## src/rtl/mem_rw_march.sv

```systemverilog
// Parametrised single-port RAM with byte enables, selectable read latency and
// read-during-write mode, plus a built-in W0/R0/W1/R1 march self-check engine.
module mem_rw_march #(
  parameter int unsigned DATA_W   = 8,
  parameter int unsigned ADDR_W   = 8,
  parameter int unsigned RD_LAT   = 1,
  parameter int unsigned RDW_MODE = 0,
  parameter logic [7:0]  PAT      = 8'hA5
) (
  input  logic                clk,
  input  logic                rst,
  input  logic                start,
  output logic                busy,
  output logic                done,
  output logic                ERROR,
  output logic [ADDR_W-1:0]   fail_addr,
  input  logic                we,
  input  logic                re,
  input  logic [ADDR_W-1:0]   addr,
  input  logic [DATA_W-1:0]   wdata,
  input  logic [DATA_W/8-1:0] be,
  output logic [DATA_W-1:0]   rdata,
  output logic                rvalid
);

  localparam int unsigned NB    = DATA_W / 8;
  localparam int unsigned DEPTH = 2 ** ADDR_W;
  localparam logic [1:0]  LAST  = 2'(RD_LAT - 1);

  typedef enum logic [2:0] {IDLE, W0, R0, W1, R1, FIN} state_t;

  state_t              state;
  logic [ADDR_W-1:0]   cnt;
  logic                drain;
  logic [1:0]          dcnt;

  logic [DATA_W-1:0]   mem [DEPTH];

  logic                m_we, m_re, m_chk, m_phase;
  logic [ADDR_W-1:0]   m_addr;
  logic [DATA_W-1:0]   m_wdata, m_merged;
  logic [NB-1:0]       m_be;

  logic                v1, c1, p1;
  logic [ADDR_W-1:0]   a1;
  logic [DATA_W-1:0]   d1;

  logic                f_v, f_c, f_p;
  logic [ADDR_W-1:0]   f_a;
  logic [DATA_W-1:0]   f_d, f_exp;

  function automatic logic [DATA_W-1:0] pat_word(input logic [ADDR_W-1:0] a);
    logic [7:0] a8;
    a8 = 8'(a);
    return {NB{a8 ^ PAT}};
  endfunction

  // R1 walks the counter upward but addresses ~cnt, so every pass wraps naturally.
  always_comb begin
    m_we    = 1'b0;
    m_re    = 1'b0;
    m_chk   = 1'b0;
    m_phase = 1'b0;
    m_addr  = cnt;
    m_wdata = '0;
    m_be    = '1;
    unique case (state)
      IDLE: begin
        m_we    = we;
        m_re    = re;
        m_addr  = addr;
        m_wdata = wdata;
        m_be    = be;
      end
      W0: m_we = 1'b1;
      R0: begin
        m_re  = ~drain;
        m_chk = 1'b1;
      end
      W1: begin
        m_we    = 1'b1;
        m_wdata = pat_word(cnt);
      end
      R1: begin
        m_re    = ~drain;
        m_chk   = 1'b1;
        m_phase = 1'b1;
        m_addr  = ~cnt;
      end
      default: ;
    endcase
  end

  always_comb begin
    m_merged = mem[m_addr];
    for (int unsigned i = 0; i < NB; i++)
      if (m_be[i]) m_merged[8*i +: 8] = m_wdata[8*i +: 8];
  end

  always_ff @(posedge clk) begin
    if (m_we)
      for (int unsigned i = 0; i < NB; i++)
        if (m_be[i]) mem[m_addr][8*i +: 8] <= m_wdata[8*i +: 8];
  end

  // The address and check tag travel alongside the read data.
  always_ff @(posedge clk or posedge rst) begin
    if (rst) begin
      v1 <= 1'b0;
      c1 <= 1'b0;
      p1 <= 1'b0;
      a1 <= '0;
      d1 <= '0;
    end else begin
      v1 <= m_re;
      c1 <= m_chk;
      p1 <= m_phase;
      a1 <= m_addr;
      if (m_re) d1 <= (RDW_MODE != 0 && m_we) ? m_merged : mem[m_addr];
    end
  end

  if (RD_LAT == 2) begin : g_lat2
    logic                v2, c2, p2;
    logic [ADDR_W-1:0]   a2;
    logic [DATA_W-1:0]   d2;
    always_ff @(posedge clk or posedge rst) begin
      if (rst) begin
        v2 <= 1'b0;
        c2 <= 1'b0;
        p2 <= 1'b0;
        a2 <= '0;
        d2 <= '0;
      end else begin
        v2 <= v1;
        c2 <= c1;
        p2 <= p1;
        a2 <= a1;
        if (v1) d2 <= d1;
      end
    end
    assign {f_v, f_c, f_p, f_a, f_d} = {v2, c2, p2, a2, d2};
  end else begin : g_lat1
    assign {f_v, f_c, f_p, f_a, f_d} = {v1, c1, p1, a1, d1};
  end

  assign f_exp  = f_p ? pat_word(f_a) : '0;
  assign rdata  = f_d;
  assign rvalid = f_v & ~f_c;

  always_ff @(posedge clk or posedge rst) begin
    if (rst) begin
      state     <= IDLE;
      cnt       <= '0;
      drain     <= 1'b0;
      dcnt      <= '0;
      busy      <= 1'b0;
      done      <= 1'b0;
      ERROR     <= 1'b0;
      fail_addr <= '0;
    end else begin
      done <= 1'b0;
      if (f_v && f_c && f_d != f_exp && !ERROR) begin
        ERROR     <= 1'b1;
        fail_addr <= f_a;
      end
      case (state)
        IDLE: if (start) begin
          state     <= W0;
          cnt       <= '0;
          busy      <= 1'b1;
          ERROR     <= 1'b0;
          fail_addr <= '0;
        end
        W0, W1: begin
          cnt <= cnt + 1'b1;
          if (cnt == '1) state <= (state == W0) ? R0 : R1;
        end
        R0, R1: begin
          if (!drain) begin
            cnt <= cnt + 1'b1;
            if (cnt == '1) begin
              drain <= 1'b1;
              dcnt  <= '0;
            end
          end else begin
            dcnt <= dcnt + 1'b1;
            if (dcnt == LAST) begin
              drain <= 1'b0;
              if (state == R0) begin
                state <= W1;
              end else begin
                state <= FIN;
                busy  <= 1'b0;
                done  <= 1'b1;
              end
            end
          end
        end
        FIN:     state <= IDLE;
        default: state <= IDLE;
      endcase
    end
  end

endmodule
```

## config.mk

```make
export PLATFORM = sky130hd
export DESIGN_NAME = mem_rw_march
export DESIGN_NICKNAME = d
export VERILOG_FILES = /design/src/rtl/mem_rw_march.sv
export SDC_FILE = /design/constraint.sdc
export NUM_CORES = 2
export LEC_CHECK = 0
export CORE_MARGIN = 4
export CORE_UTILIZATION = 32
export CTS_CLUSTER_DIAMETER = 150
export CTS_CLUSTER_SIZE = 25
export DETAILED_ROUTE_END_ITERATION = 10
export SYNTH_ARGS = -nofsm -noshare
export SYNTH_HDL_FRONTEND = slang
export SYNTH_SLANG_ARGS = --single-unit
```

## constraint.sdc

```tcl
create_clock -name clk -period 10.8 [get_ports clk]
set_input_delay 1.08 -clock clk [delete_from_list [all_inputs] [get_ports clk]]
set_output_delay 1.08 -clock clk [all_outputs]
set_load 0.005 [all_outputs]
```

==> summary.md <==
| Metric | Value |
|---|---|
| Yosys cell types | `78` |
| Mapped Cells | `6771` |
| Synth-to-layout area growth | `8.14%` |
| Initial antenna violation count | `17` |
| Total power | `23.7 mW` |
| Die ar. | `273000 um^2` |
| Combinational Power Share | `0.404` |
| Period utilization | `0.606` |
| Worst Path Max Fanout | `63` |
| Final instance area | `91500 um^2` |
| Row cnt | `188` |
| Post-synth top area share | `0.727` |
| Initial DRC Count | `8630` |
| Non-Filler Instances | `10188` |
| Fmax | `153 MHz` |
| First-pass GRT wire length | `397000 um` |
| Largest area contributor in the netlist | `edfxtp_1` |
| RSZ-0062 raised after global routing | `false` |
| Hold Crit Class | `reg2reg` |
| Buffers plus inverters on the worst setup path | `3` |
| Crit-path cells | `or2_1 > a211oi_4 > buf_4 > inv_8 > buf_4 > nand2_1 > and3_1 > a31oi_1 > o22ai_1 > or4_1 > o31a_1 > o2111ai_1 > o32a_1` |
| Min cycle time layout | `6.55 ns` |
| Routed wire length | `280000 um` |
| WS Path Type | `reg2reg` |
| Syn Area/Cell | `12.5 um^2` |
| Wire per inst | `27.4 um` |
| TritonCTS clock tree | `built` |
| Max-cap violations | `0` |
| Clock-pin slew on the worst setup and hold paths | `0.11 ns` |
| Place WS | `4.11 ns` |
| #FFs+latches synth | `2092` |
| Post-CTS sizing | `0` |
| Ranking of synthesized cells by area | `edfxtp_1 (73%), nand2_1 (8.9%), nand3_1 (5.3%), nor2_1 (1.8%), buf_2 (1.4%)` |
| Worst Tran Pin Value | `1.46 ns` |
| Clk network pwr share | `0.177` |
| Total track usage | `0.198` |
| Critical path data required time | `11.53 ns` |
| Ys async rst share | `0.0210` |
| Outcome | `finished, final reports clean` |
| Final Hold Vio Count | `0` |
| Starting Density | `0.322` |
| Final setup violation count | `0` |
| Seq pwr share | `0.419` |
| Number of global-route vias before repair | `52672` |
| Total setup buffers inserted after CTS | `0` |
| Sw Share | `0.431` |
| Via count | `56742` |
| Final TNS setup | `0 ns` |
| DIE HEIGHT | `522 um` |
| Hold buffers post-CTS | `0` |
| Clock Tree Buf Depth | `3` |
| Layout cells sized above 1 | `0.0438` |
| EDFF count, synth | `2048` |
| Startpoint Class | `flop` |
| Placed cell area | `88800 um^2` |
| Largest net degree at the start of global routing | `196` |
| Arr. time, crit path | `7.28 ns` |
| Final Max Slew Viols | `0` |
| Ys Warns | `0` |
| CP endpoint kind | `flop` |
| Residual DRC count | `0` |
| CTS HTree Levels | `3` |
| Cell Int Power | `13.5 mW` |
| Most used cell, CP | `buf_4` |
| Post-placement cell count | `10035` |
| Total grt overflow | `0` |
| Syn Nets | `6795` |
| Clk root buf | `clkbuf_16` |
| Sequential-to-total area share from yosys stat | `0.740` |
| I/O Pins | `42` |
| Antenna violation net count after detailed routing | `0` |
| # clock sinks | `2092` |
| Net switching power | `10.2 mW` |
| Worst clock skew | `0.0551 ns` |
| Total CTS buffers | `93` |
| Via density per instance | `5.57` |
| Worst-Skew Late Latency | `0.79 ns` |
| IO Port Bufs | `41` |
| Final worst slack | `4.25 ns` |
| HPWL after DPL | `169000 um` |
| Core area | `263000 um^2` |
| First drt pass iteration count | `7` |
| Relative slew slack | `0.0197` |
| Main synth FF type | `edfxtp_1` |
| Post-layout net count | `6639` |
| Die width | `522 um` |
| RePlAce Congestion | `0.909` |
| PwrDens | `259 nW/um^2` |
| CP max-delay cell | `a31oi_1` |
| Cell Area, Synth | `84600 um^2` |
| Largest stage delay, worst path | `1.04 ns` |
| Crit path max-delay family | `compound AO/OA/AOI/OAI gates` |
| Total leakage power | `30.2 nW` |
| Maximum VDD drop | `0.264 mV` |
-- synthesized netlist by cell type (11+ instances only) --
| cell | count |
|---|---|
| edfxtp_1 | 2048 |
| nand2_1 | 1996 |
| nand3_1 | 894 |
| nor2_1 | 413 |
| buf_2 | 245 |
| a21oi_1 | 147 |
| clkbuf_1 | 103 |
| and3_1 | 97 |
| a31oi_1 | 90 |
| nand4_1 | 81 |
| mux2i_1 | 74 |
| o21ai_0 | 66 |
| buf_1 | 62 |
| dfrtp_1 | 44 |
| a311oi_1 | 42 |
| nor3_1 | 29 |
| a211oi_1 | 26 |
| a32oi_1 | 25 |
| nor4_1 | 22 |
| o22ai_1 | 20 |
| o2111ai_1 | 18 |
| nand3b_1 | 16 |
| o211ai_1 | 15 |
| buf_4 | 14 |
| a32o_1 | 11 |
-- layer usage --
metal | up-vias | global-route usage | share of wire
li1 | 24171 | - | -
met5 | - | 0 | 0.00024
met1 | 28454 | 0.274 | 0.39
met4 | 12 | 0.0946 | 0.055
met3 | 595 | 0.0368 | 0.11
met2 | 3510 | 0.302 | 0.44
-- worst register-to-register path, delay by kind of cell, from the launching register on --
kind	cells	cell delay (ns)
and+or+nand+nor	4	1.92
AOI/OAI and AO/OA	6	2.31
DFF	1	0.91
buffers and inverters	3	1.39
-- layout by cell type, fill, tap and decap left out, types with 49 or more instances in the layout --
cell,count
a21oi_1,147
a31oi_1,90
and3_1,95
buf_4,117
clkbuf_1,49
clkbuf_16,94
edfxtp_1,2048
mux2i_1,74
nand2_1,1996
nand3_1,894
nand4_1,81
nor2_1,390
o21ai_0,66
-- power by group through the flow --
stage / clock network [mW] / registers [mW] / logic [mW]
5_1_grt: 4.52 / 9.97 / 9.99
4_1_cts: 4.22 / 9.94 / 9.38
2_1_floorplan: 0 / 10.2 / 5.22
3_5_place_dp: 0 / 10.1 / 9.36
6_report: 4.19 / 9.95 / 9.60
3_3_place_gp: 0 / 10.1 / 9.29
-- registers in the layout (all words and copies together), names as in the netlist --
name / count
mem: 2048
f_v: 1
a1: 8
c1: 1
cnt: 8
fail_addr: 8
state: 3
busy: 1
done: 1
ERROR: 1
f_p: 1
rdata: 8
dcnt: 2
drain: 1
-- worst paths after layout --
path,end,slack [ns],cells past startpoint,from
worst max register to register,rdata[4],4.25,13,state[0]
worst min-delay path,dcnt[1],0.50,1,dcnt[1]
worst max-delay path,rdata[4],4.25,13,state[0]
worst min register to register,dcnt[1],0.50,1,dcnt[1]
max in group asynchronous,state[2],9.34,3,rst
min in group asynchronous,done,0.87,3,rst
-- metrics by stage --
step,util,hold slack [ns]
after floorplan,-,0.457
final,0.348,0.502
after CTS,0.348,0.505
after global placement,0.338,0.472
after global routing,0.348,0.541
after detailed placement,0.338,0.483
-- area by class of cell --
type	instances	area, um^2
Sequential cell	2092	62600
Clock inverter	6	114
Clock buffer	143	2540
Timing Repair Buffer	174	1600
Multi-Input combinational cell	4238	20200
Inverter	16	87.6
Fill cell	25448	171000
Tap cell	3515	4400
Antenna cell	4	10.0
-- cell families (layout without fill, tap and decap cells) --
family | count (synthesis) | count (layout) | synth area share
simple gates | 3610 | 3610 | 0.183
mux | 75 | 75 | 0.00889
flops | 2092 | 2092 | 0.740
xor+xnor | 7 | 7 | 0.000724
buf+inv | 441 | 339 | 0.0239
compound gates | 544 | 544 | 0.0431
other cells | 0 | 4 | 0
fa+ha+maj | 2 | 2 | 0.000296
(Power assumes the default switching activity.)
